File: config.mk
export PLATFORM = sky130hd
export DESIGN_NAME = axi_lite_rd_arbiter
export DESIGN_NICKNAME = d
export VERILOG_FILES = /design/src/rtl/axi_lite_arb_pkg.sv /design/src/rtl/axi_lite_rr_arb.sv /design/src/rtl/axi_lite_rd_arbiter.sv
export SDC_FILE = /design/constraint.sdc
export NUM_CORES = 1
export LEC_CHECK = 0
export CAP_MARGIN = 20
export CORE_MARGIN = 3
export CORE_UTILIZATION = 42
export DETAILED_ROUTE_END_ITERATION = 10
export GPL_TIMING_DRIVEN = 1
export PLACE_DENSITY_LB_ADDON = 0.12
export SYNTH_ARGS = -nofsm -noshare
export SYNTH_HDL_FRONTEND = slang
export SYNTH_SLANG_ARGS = --single-unit
File: constraint.sdc
create_clock -name m_axi_aclk -period 2.4 [get_ports m_axi_aclk]
set_input_delay 0.36 -clock m_axi_aclk [delete_from_list [all_inputs] [get_ports m_axi_aclk]]
set_output_delay 0.36 -clock m_axi_aclk [all_outputs]
set_load 0.05 [all_outputs]
File: src/rtl/axi_lite_arb_pkg.sv
// Shared types and constants for the two-requester AXI-Lite read arbiter.
package axi_lite_arb_pkg;

    typedef enum logic [1:0] {
        StIdle = 2'd0,
        StAddr = 2'd1,
        StData = 2'd2,
        StResp = 2'd3
    } arb_state_e;

    localparam logic [1:0] RESP_OKAY   = 2'b00;
    localparam logic [1:0] RESP_DECERR = 2'b11;

    // Index of a requester: 0 = s0, 1 = s1.
    typedef logic grant_t;

endpackage

File: src/rtl/axi_lite_rr_arb.sv
// Two-way round-robin pick: contention goes to the requester not granted last.
module axi_lite_rr_arb
    import axi_lite_arb_pkg::*;
(
    input  logic [1:0] req,
    input  grant_t     last_grant,
    output grant_t     grant
);

    always_comb begin
        grant = 1'b0;
        if (req == 2'b11) begin
            grant = ~last_grant;
        end else if (req[1]) begin
            grant = 1'b1;
        end
    end

endmodule

File: src/rtl/axi_lite_rd_arbiter.sv
// Arbitrates two AXI-Lite read requesters onto one slave, one transaction at a time.
// Optional watchdog on the slave side: define AXI_LITE_RD_ARB_TIMEOUT_EN.
module axi_lite_rd_arbiter
    import axi_lite_arb_pkg::*;
#(
    parameter int unsigned ADDR_W         = 32,
    parameter int unsigned DATA_W         = 32,
    parameter int unsigned TIMEOUT_CYCLES = 16
) (
    input  logic              m_axi_aclk,
    input  logic              m_axi_aresetn,
    input  logic              s0_axi_arvalid,
    output logic              s0_axi_arready,
    input  logic [ADDR_W-1:0] s0_axi_araddr,
    output logic              s0_axi_rvalid,
    input  logic              s0_axi_rready,
    output logic [DATA_W-1:0] s0_axi_rdata,
    output logic [1:0]        s0_axi_rresp,
    input  logic              s1_axi_arvalid,
    output logic              s1_axi_arready,
    input  logic [ADDR_W-1:0] s1_axi_araddr,
    output logic              s1_axi_rvalid,
    input  logic              s1_axi_rready,
    output logic [DATA_W-1:0] s1_axi_rdata,
    output logic [1:0]        s1_axi_rresp,
    output logic              m_axi_arvalid,
    input  logic              m_axi_arready,
    output logic [ADDR_W-1:0] m_axi_araddr,
    input  logic              m_axi_rvalid,
    output logic              m_axi_rready,
    input  logic [DATA_W-1:0] m_axi_rdata,
    input  logic [1:0]        m_axi_rresp,
    output logic              o_busy,
    output logic              o_grant
);

    arb_state_e        state_q, state_d;
    grant_t            owner_q, owner_d;
    grant_t            last_q, last_d;
    logic [ADDR_W-1:0] addr_q, addr_d;
    logic [DATA_W-1:0] rdata_q, rdata_d;
    logic [1:0]        rresp_q, rresp_d;
    grant_t            winner;
    logic              timeout;
    logic              owner_rready;

    axi_lite_rr_arb u_rr_arb (
        .req        ({s1_axi_arvalid, s0_axi_arvalid}),
        .last_grant (last_q),
        .grant      (winner)
    );

`ifdef AXI_LITE_RD_ARB_TIMEOUT_EN
    localparam int unsigned CntW = $clog2(TIMEOUT_CYCLES + 1);
    logic [CntW-1:0] cnt_q, cnt_d;

    // Idle clears the count so every ADDR entry starts from zero.
    always_comb begin
        cnt_d = cnt_q;
        if (state_q == StIdle) begin
            cnt_d = '0;
        end else if (state_q == StAddr || state_q == StData) begin
            cnt_d = cnt_q + 1'b1;
        end
    end

    assign timeout = (state_q == StAddr || state_q == StData) &&
                     (cnt_q == CntW'(TIMEOUT_CYCLES - 1));

    always_ff @(posedge m_axi_aclk or negedge m_axi_aresetn) begin
        if (!m_axi_aresetn) begin
            cnt_q <= '0;
        end else begin
            cnt_q <= cnt_d;
        end
    end
`else
    assign timeout = 1'b0;
`endif

    assign owner_rready = owner_q ? s1_axi_rready : s0_axi_rready;

    always_comb begin
        state_d = state_q;
        owner_d = owner_q;
        last_d  = last_q;
        addr_d  = addr_q;
        rdata_d = rdata_q;
        rresp_d = rresp_q;
        case (state_q)
            StIdle: begin
                if (s0_axi_arvalid || s1_axi_arvalid) begin
                    owner_d = winner;
                    addr_d  = winner ? s1_axi_araddr : s0_axi_araddr;
                    state_d = StAddr;
                end
            end
            StAddr: begin
                if (m_axi_arready) begin
                    state_d = StData;
                end else if (timeout) begin
                    rdata_d = '0;
                    rresp_d = RESP_DECERR;
                    state_d = StResp;
                end
            end
            StData: begin
                if (m_axi_rvalid) begin
                    rdata_d = m_axi_rdata;
                    rresp_d = m_axi_rresp;
                    state_d = StResp;
                end else if (timeout) begin
                    rdata_d = '0;
                    rresp_d = RESP_DECERR;
                    state_d = StResp;
                end
            end
            StResp: begin
                if (owner_rready) begin
                    last_d  = owner_q;
                    state_d = StIdle;
                end
            end
            default: state_d = StIdle;
        endcase
    end

    // last_q resets to s1 so the first contended grant goes to s0.
    always_ff @(posedge m_axi_aclk or negedge m_axi_aresetn) begin
        if (!m_axi_aresetn) begin
            state_q <= StIdle;
            owner_q <= 1'b0;
            last_q  <= 1'b1;
            addr_q  <= '0;
            rdata_q <= '0;
            rresp_q <= RESP_OKAY;
        end else begin
            state_q <= state_d;
            owner_q <= owner_d;
            last_q  <= last_d;
            addr_q  <= addr_d;
            rdata_q <= rdata_d;
            rresp_q <= rresp_d;
        end
    end

    // arready is gated by reset so a requester holding arvalid sees 0 while in reset.
    assign s0_axi_arready = m_axi_aresetn && (state_q == StIdle) && s0_axi_arvalid && !winner;
    assign s1_axi_arready = m_axi_aresetn && (state_q == StIdle) && s1_axi_arvalid && winner;

    assign m_axi_arvalid = (state_q == StAddr);
    assign m_axi_araddr  = m_axi_arvalid ? addr_q : '0;
    assign m_axi_rready  = (state_q == StData);

    assign s0_axi_rvalid = (state_q == StResp) && !owner_q;
    assign s1_axi_rvalid = (state_q == StResp) && owner_q;
    assign s0_axi_rdata  = s0_axi_rvalid ? rdata_q : '0;
    assign s1_axi_rdata  = s1_axi_rvalid ? rdata_q : '0;
    assign s0_axi_rresp  = s0_axi_rvalid ? rresp_q : RESP_OKAY;
    assign s1_axi_rresp  = s1_axi_rvalid ? rresp_q : RESP_OKAY;

    assign o_busy  = (state_q != StIdle);
    assign o_grant = owner_q;

endmodule

==> impl_metrics.ini <==
[cells_and_area]
fin_nets = 674
area_growth_pct = 92.76
final_cells = 672
diodes = 0
finish.utilization = 0.8543
layout-drive-gt1-share = 0.3016
seq_area_um2 = 1753
multi_input_area_um2 = 1841
fill_cells = 432

[cts]
clockBufferDepth = 2
cts_resized = 1
cts_tree = yes
clk_pin_slew_ns = 0.07
cts_setup_buffers = 0
cts.sinks = 70
clock_latency_ns = 0.34
root_buffer = clkbuf_8
htree_num_levels = 3
ctsHoldBuffers = 0
cts_made_buffers = 9

[global_routing]
grt_max_degree = 71
globalRouteOverflowTotal = 0
grt_pass1_vias = 3566
grt_usage = 0.2396
grt_first_pass_wirelength_um = 18690
antenna_found_initial = 0

[route]
vias_per_cell = 5.083
totalWireLength_um = 11940
drc = 0
dr_wl_met2_um = 6341
top_layer_used = met4
dr_total_vias = 3416
drt-wirelength-per-cell_um = 17.77
drtIter0Drc = 140
wl_met3_um = 1033
ant_nets = 0
dr.pass1.iters = 4
met1Wirelength_um = 4388

[critical_path]
startpoint = state_q[1]$_DFFE_PN0P_
end_kind = output pin
reg2reg_from = state_q[1]$_DFFE_PN0P_
crit_required_ns = 2.04
reg2regPathDepth = 6
reg2reg_slack_ns = 0.52
critPathLaunchType = flip-flop
crit_type = reg -> out
crit_fanout = 35
r2r-end = state_q[1]$_DFFE_PN0P_
arrival_ns = 1.77

[floorplan]
num_rows = 33
core_area_um2 = 8382
ioPinCount = 214
die_area_um2 = 10010
start_util = 0.4432
die_y_um = 100.0
dieWidth_um = 100.0

[power_and_ir_drop]
power_density_nw_per_um2 = 1233
ir_drop_mv = 0.7555
p_leak_nw = 3.256

[logic_synthesis]
yosysUniqueCellTypes = 26
synthCells = 356
ys_ff_latch = 70
yosys_warnings = 0
syn_area_per_cell_um2 = 10.43
synth_nets = 466
synth_area_um2 = 3715
seq_area_frac_synth = 0.4719

[sta]
tightestPinTransition_ns = 0.8976
setup_tns_ns = 0
grt_setup_unrepaired = false
setup_ws_ns = 0.2665
fin_crit_sh = 0.8889
drv_slew = 0
hold_viol_final = 0
max_freq_mhz = 468.7
layout_min_cycle_time_ns = 2.133
setup_viol = 0
skew_ns = 0.008594
relSlewSlack = 0.4016

[min_path]
worstHoldPathType = in -> async

[run_status]
status = complete, no violations

[placement]
place_inst = 658
pre_cts_ws_ns = 0.2916
port_buffers = 213
hpwl_um = 9395
place.gp.congestion = 0.8242

[flow_run]
drv_cap = 0
-- synthesized netlist by cell type, drive strengths merged --
master / count / share of area
a22o: 1 / 0.0024
nor2b: 3 / 0.0057
mux2i: 34 / 0.092
and2: 67 / 0.11
inv: 3 / 0.0030
a2111oi: 1 / 0.0074
mux2: 35 / 0.11
nor3b: 1 / 0.0020
ha: 4 / 0.013
dfstp: 1 / 0.0071
nand2: 34 / 0.034
a21oi: 2 / 0.0027
clkbuf: 19 / 0.019
and3: 35 / 0.059
nand3: 1 / 0.0013
dfrtp: 69 / 0.46
o21ai: 33 / 0.044
a21boi: 1 / 0.0020
buf: 9 / 0.017
nor2: 3 / 0.0030
-- worst max path at each step --
stage,to,depth (start not counted)
after global routing,s0_axi_rdata[9],5
after detailed placement,addr_q[25]$_DFFE_PN0P_,5
after global placement,addr_q[30]$_DFFE_PN0P_,5
after floorplan,s0_axi_rdata[23],3
after CTS,m_axi_rready,3
final,s0_axi_rdata[9],5
-- sequential cells by signal, summed over array words and instances (netlist names) --
signal   count
rresp_q      2
rdata_q     32
addr_q      32
state_q      2
last_q       1
o_grant      1
-- layer usage --
metal  track usage  vias to the layer above
li1              -                     1616
met1        0.2779                     1644
met2        0.4300                      144
met3       0.07505                       12
met4       0.06010                        0
met5             0                        -
-- final cells by class --
cell class,instances,share of cell area
inverter,3,0.001573
timing repair buffer,225,0.4566
sequential,70,0.2448
clock inverter,2,0.001398
tap,105,0.01835
clock buffer,12,0.02027
multi-input combinational,255,0.2570
-- power breakdown --
group          switching [mW]  internal (mW)  leakage (nW)
Clock                   0.403          0.389        0.0821
Sequential              0.346           1.78         0.846
Combinational            3.18           2.74          2.33
Total                    3.93           4.90          3.26
-- critical path: stages (launching register included) --
cell and delay [ns]:
dfrtp_1 0.39, ha_1 0.17, nor2b_1 0.14, buf_4 0.33, and2_1 0.25, buf_12 0.15
-- through the flow --
step	hold slack [ns]	power [mW]	area, µm²
3_5_place_dp	0.4623	8.106	7004
6_report	0.2734	8.831	7161
3_3_place_gp	0.4533	7.914	7004
5_1_grt	0.3220	9.274	7161
2_1_floorplan	0.06441	5.249	3715
4_1_cts	0.2924	8.903	7158
-- cells by family after synthesis --
group,synth area share
AO/OA/AOI/OAI,0.05895
adder cells (fa/ha/maj),0.01347
buffers and inverters,0.03873
flip-flops,0.4719
multiplexers,0.1987
AND/OR/NAND/NOR,0.2183
-- layout by cell type, fill, tap and decap left out, types with 4 or more instances in the layout --
cell | Yosys | layout
buf_12 | 0 | 105
clkdlybuf4s50_1 | 0 | 104
dfrtp_1 | 69 | 69
and2_1 | 67 | 67
and3_1 | 35 | 35
nand2_1 | 34 | 34
mux2_2 | 34 | 34
mux2i_1 | 34 | 34
o21ai_0 | 22 | 22
buf_4 | 2 | 14
o21ai_1 | 11 | 10
clkbuf_8 | 0 | 10
ha_1 | 4 | 4
(Power assumes the default switching activity.)
==> RTL change 1: new RTL, same settings <==
Build with the macro `AXI_LITE_RD_ARB_TIMEOUT_EN` defined.
--- a/src/rtl/axi_lite_rd_arbiter.sv
+++ b/src/rtl/axi_lite_rd_arbiter.sv
@@ -1,5 +1,7 @@
 // Arbitrates two AXI-Lite read requesters onto one slave, one transaction at a time.
 // Optional watchdog on the slave side: define AXI_LITE_RD_ARB_TIMEOUT_EN.
+`define AXI_LITE_RD_ARB_TIMEOUT_EN
+
 module axi_lite_rd_arbiter
     import axi_lite_arb_pkg::*;
 #(
Check against the original RTL: no difference found for any inputs over 10 cycles, from zero or initial values and one cycle with m_axi_aresetn low; that may be too few to reach the edited logic, so the function may still have changed.
==> RTL change 1 against the original RTL <==
  * Count of clock-buffer cells in the layout fell by 1
  * Combinational power fell by 15%
  * Synthesized cell count rose by 12%
  * Cell area rose by 4.4%
  * Sequential cell count rose by 5
  * Global-route usage rose by 0.064 points
  * Synthesized area rose by 8.1%
  * Power fell by 5.6%
  * Routed wire length rose by 6.8%
  * Setup slack got worse by 150 ps
  * Fmax fell by 6.5%
  * Largest cell class unchanged
  * Largest power group unchanged
==> RTL change 1: results (changes against the original RTL) <==
Global routing:
- The via count of the first global-routing pass was 3832 (+7.5%).
- The pin count of the biggest net entering global routing is 66 (-7.0%).
- The first-pass GRT wire length is 20700 um (+11%).
- The initial antenna violation count came to 1 (+1).

Route:
- The mean number of vias per cell is 5.13 (+0.86%).
- The iteration count of the initial detailed-routing pass is 6 (+2).
- The mean routed wirelength per cell came to 17.4 um (-2.1%).
- The violation count after the first detailed-routing iteration was 117 (-16%).

Cells and area:
- In the final layout, the registers with the most flip-flops are addr_q (32), rdata_q (32), cnt_q (5).
- The final layout net count is 711 (+5.5%).
- The proportion of layout cells with a drive suffix above 1 was 0.231 (-0.0711).
- The number of fill cells is 590 (+37%).
- The final cell count without fillers is 733 (+9.1%).

Placement:
- The placed cell count is 715 (+8.7%).
- The weighted congestion reported at the end of routability-driven placement is 0.766 (-7.1%).
- The HPWL reported at the end of detailed placement is 9760 um (+3.9%).

Power:
- The maximum vdd drop was 0.798 mV (+5.6%).
- The leakage power summed over all cells is 3.36 nW (+3.3%).

Critical path:
- The arrival time at the worst endpoint was 1920 ps (+150 ps).
- The largest fanout on the critical path was 34 (-2.9%).
- The internal reg-to-reg setup slack was 320 ps (-200 ps).
- The critical path's largest stage delay is 450 ps (+60 ps).

Logic synthesis:
- In the post-synthesis netlist, the biggest area contributors are sky130_fd_sc_hd__dfrtp_1 46%, sky130_fd_sc_hd__and2_1 10%, sky130_fd_sc_hd__mux2i_1 8.2%, sky130_fd_sc_hd__a22o_1 7.6%, sky130_fd_sc_hd__and3_1 5.6%.
- The post-synthesis instance total is 397 (+12%).
- The part of the Yosys area used for sequential elements is 0.468 (-0.00427).
- The share of flip-flops with an asynchronous set or reset is 1.00 (unchanged).
- In the synthesized netlist, the cells that appear most often are 74 x sky130_fd_sc_hd__dfrtp_1, 67 x sky130_fd_sc_hd__and2_1, 39 x sky130_fd_sc_hd__nand2_1.
- The number of distinct standard cells referenced by the synthesized netlist was 32 (+23%).
- The number of nets in the synthesized netlist is 510 (+9.4%).

CTS:
- The clock-pin transition on the worst setup and hold timing paths is roughly 80 ps.

Timing:
- The final clock skew is 6.41 ps (-2.18 ps).
- The worst hold slack after final layout was 439 ps (+166 ps).
- The worst slew margin relative to its limit is 0.364 (-0.0380).

Run status:
- The run finished with clean final reports.
## RTL change 1: cell types whose count changed in the layout (fill, tap and decap cells not counted), moves of 3 or more
cell and change:
sky130_fd_sc_hd__a22o_1 +34, sky130_fd_sc_hd__mux2_2 -33, sky130_fd_sc_hd__o21ai_1 +15, sky130_fd_sc_hd__o21ai_0 -10
sky130_fd_sc_hd__dfrtp_1 +5, sky130_fd_sc_hd__nand2_1 +5, sky130_fd_sc_hd__buf_4 -3, sky130_fd_sc_hd__ha_1 +3
sky130_fd_sc_hd__inv_1 +3, sky130_fd_sc_hd__nor2_1 +3
## RTL change 1: what timing repair did
action                                  4_1_cts  5_1_grt
resized for setup                             0        1
hold endpoints to repair                     12        0
hold buffers                                  1        0
endpoints found under the setup margin        0       32
## RTL change 1: path summary, 6_finish.rpt
path,start,endpoint,cells past startpoint
max in group asynchronous,m_axi_aresetn,cnt_q[0],3
min reg2reg,addr_q[3],addr_q[3],2
min in group m_axi_aclk,addr_q[3],addr_q[3],2
min,m_axi_aresetn,addr_q[27],2
max reg2reg,cnt_q[0],rdata_q[2],6
max,state_q[1],m_axi_araddr[8],5
## RTL change 1: layer usage
layer	GRT usage	wire [um]
met5	0	0
met4	0.101	374
met3	0.0511	817
met2	0.418	6610
met1	0.289	4940
## RTL change 1: cell type report
class	count	area [um^2]	share of cell area
clock buffers	11	131	0.0176
multi-input cells	283	1930	0.259
flip-flops and latches	75	1880	0.251
well taps	129	161	0.0216
repair buffers	223	3270	0.437
inverters	6	22.5	0.00301
clock inverters	5	77.6	0.0104
diodes	1	2.50	0.000335
## RTL change 1: worst reg2reg max path: stages (launching register included)
cell                       delay, ps
sky130_fd_sc_hd__dfrtp_1         420
sky130_fd_sc_hd__ha_1            240
sky130_fd_sc_hd__and3_1          200
sky130_fd_sc_hd__ha_1            220
sky130_fd_sc_hd__a22o_4          270
sky130_fd_sc_hd__o211ai_4        380
sky130_fd_sc_hd__a22o_1          300
## RTL change 1: cells by family (layout without fill, tap and decap cells)
logic type,Yosys count,after routing,synth area share
and+or+nand+nor,154,154,0.211
AOI/OAI and AO/OA,88,88,0.159
buffers and inverters,39,245,0.0558
muxes,34,34,0.0850
adders and majority gates,7,7,0.0218
DFF,75,75,0.468
other,0,1,0
## RTL change 1: through the flow
stage	instance area, um^2	setup slack (ps)
after global routing	7470	16.6
after floorplan	4020	112
after CTS	7470	33.7
final	7470	118
after detailed placement	7250	364
after global placement	7250	445
## RTL change 1: report_power, final
group          total (W)  switching [W]  internal [W]  leakage (nW)
logic            0.00503        0.00276       0.00226          2.35
clock network    0.00105       0.000466      0.000584         0.103
registers        0.00226       0.000386       0.00188         0.915
==> RTL change 2: new RTL, config.mk and constraints unchanged <==
Made on the original files. Re-encode `arb_state_e` (4 states) as one-hot, 4 bits wide.
--- a/src/rtl/axi_lite_arb_pkg.sv
+++ b/src/rtl/axi_lite_arb_pkg.sv
@@ -1,11 +1,11 @@
 // Shared types and constants for the two-requester AXI-Lite read arbiter.
 package axi_lite_arb_pkg;
 
-    typedef enum logic [1:0] {
-        StIdle = 2'd0,
-        StAddr = 2'd1,
-        StData = 2'd2,
-        StResp = 2'd3
+    typedef enum logic [3:0] {
+        StIdle = 4'b0001,
+        StAddr = 4'b0010,
+        StData = 4'b0100,
+        StResp = 4'b1000
     } arb_state_e;
 
     localparam logic [1:0] RESP_OKAY   = 2'b00;
Formal check against the unedited RTL: same outputs for any inputs over 10 cycles, from zero or initial values and one cycle with m_axi_aresetn low; not proved beyond that.
==> RTL change 2 against the original RTL <==
  * Cell area grew 3.4%
  * Setup slack lost 160 ps
  * Via count grew 8.5%
  * Global-route usage grew 2.0 points
  * Synthesized area grew 3.7%
  * Critical endpoint is now s0_axi_rdata[26]
  * Non-clock buffer count grew 3
  * Power shrank 30%
  * Combinational power shrank 49%
  * Hold slack lost 15 ps
  * Die area grew 3.5%
  * Sequential cell count grew 2
  * Routed wire length grew 10%
==> RTL change 2: results (changes against the original RTL) <==
Placement:
- The placement-stage worst setup slack is 378 ps (+86.1 ps).
- The weighted congestion reported at the end of routability-driven placement is 0.808 (-2.0%).
- The HPWL reported at the end of detailed placement was 9720 um (+3.4%).
- The placed cell count is 668 (+1.5%).
- The post-detailed-placement cell area is 7160 um^2 (+2.2%).

Logic synthesis:
- The part of the Yosys area used for sequential elements is 0.468 (-0.00354).
- The post-synthesis instance total is 366 (+2.8%).
- The number of distinct standard cells referenced by the synthesized netlist is 29 (+12%).
- By count the netlist is led by 70 x sky130_fd_sc_hd__dfrtp_1, 67 x sky130_fd_sc_hd__and2_1, 34 x sky130_fd_sc_hd__and3_1.
- After synthesis, the cell types taking the most area are sky130_fd_sc_hd__dfrtp_1 45%, sky130_fd_sc_hd__and2_1 11%, sky130_fd_sc_hd__mux2_1 8.8%, sky130_fd_sc_hd__a2bb2oi_1 7.3%, sky130_fd_sc_hd__and3_1 5.5%.
- The number of nets in the synthesized netlist is 472 (+1.3%).

Timing:
- The worst hold slack after final layout was 259 ps (-14.8 ps).
- The worst-margin pin slew is 896 ps (-1.72 ps).
- The maximum achievable frequency is 0.436 GHz (-7.0%).
- The final clock skew is 7.74 ps (-0.856 ps).

Global routing:
- The pin count of the biggest net entering global routing came to 73 (+2.8%).
- The via count of the first global-routing pass is 3810 (+6.8%).
- The global routing usage summed across all routing layers came to 0.259 (+0.0198).
- The first-pass GRT wire length is 20600 um (+10%).

Power:
- The combinational cell fraction of total power is 0.490 (-0.180).
- The maximum vdd drop is 0.597 mV (-21%).
- The register share of total power is 0.329 (+0.089).
- The leakage power summed over all cells is 3.26 nW (+0.17%).
- The fraction of power spent switching nets came to 0.376 (-0.0689).
- The net switching power is 0.00232 W (-41%).

Route:
- The routed wire length on met3 is 1080 um (+4.6%).
- The mean number of vias per cell was 5.42 (+6.6%).
- The routed wire length on met2 came to 6850 um (+8.0%).
- The iteration count of the initial detailed-routing pass is 5 (+1).
- The violation count after the first detailed-routing iteration came to 109 (-22%).
- The mean routed wirelength per cell is 19.3 um (+8.4%).
- The wire length on met1 is 4840 um (+10%).

Critical path:
- The critical path's largest stage delay is 480 ps (+90 ps).
- The end of the critical path is s0_axi_rdata[26].
- The internal reg-to-reg setup slack is 550 ps (+30 ps).
- The kind of cell adding the most delay to the critical path is simple AND/OR/NAND/NOR gates.
- The arrival time at the worst endpoint is 1930 ps (+160 ps).
- The count of cells along the worst register-to-register path is 4 (-2).
- The worst flop-to-flop path endpoint is addr_q[7].
- The cell with the biggest individual delay on the critical path is sky130_fd_sc_hd__dfrtp_2.
- The worst reg2reg path startpoint is state_q[0].

Cells and area:
- The final cell count without fillers is 684 (+1.8%).
- The proportion of layout cells with a drive suffix above 1 is 0.266 (-0.0360).
- In the final layout, the registers with the most flip-flops are addr_q (32), rdata_q (32), state_q (4).

CTS:
- Clock tree synthesis selected as its root buffer the cell sky130_fd_sc_hd__clkbuf_8.

Run status:
- The flow ran to the end, and the final reports show no timing, DRC or antenna violations.
RTL change 2: cell type report:
type	count	area, um^2
inverters	3	11.3
well taps	108	135
clock buffers	14	173
fillers	501	1400
repair buffers	228	3300
flip-flops and latches	72	1810
clock inverters	2	60.1
multi-input cells	257	1920
RTL change 2: metal layers:
metal / up-vias / global-route usage
li1: 1704 / -
met1: 1812 / 0.299
met5: - / 0
met4: 0 / 0.106
met2: 161 / 0.454
met3: 31 / 0.0709
RTL change 2: repair_timing:
action / 4_1_cts / 5_1_grt
cloned: 0 / 0
gates resized for setup: 1 / 4
endpoints found under the setup margin: 27 / 71
pin swaps: 0 / 0
setup buffers: 0 / 0
RTL change 2: cells by family (layout without fill, tap and decap cells):
family,Yosys count,count (layout),share of synthesized area
simple gates,150,150,0.254
compound gates,73,73,0.141
flops,72,72,0.468
buf+inv,37,247,0.0380
mux,34,34,0.0994
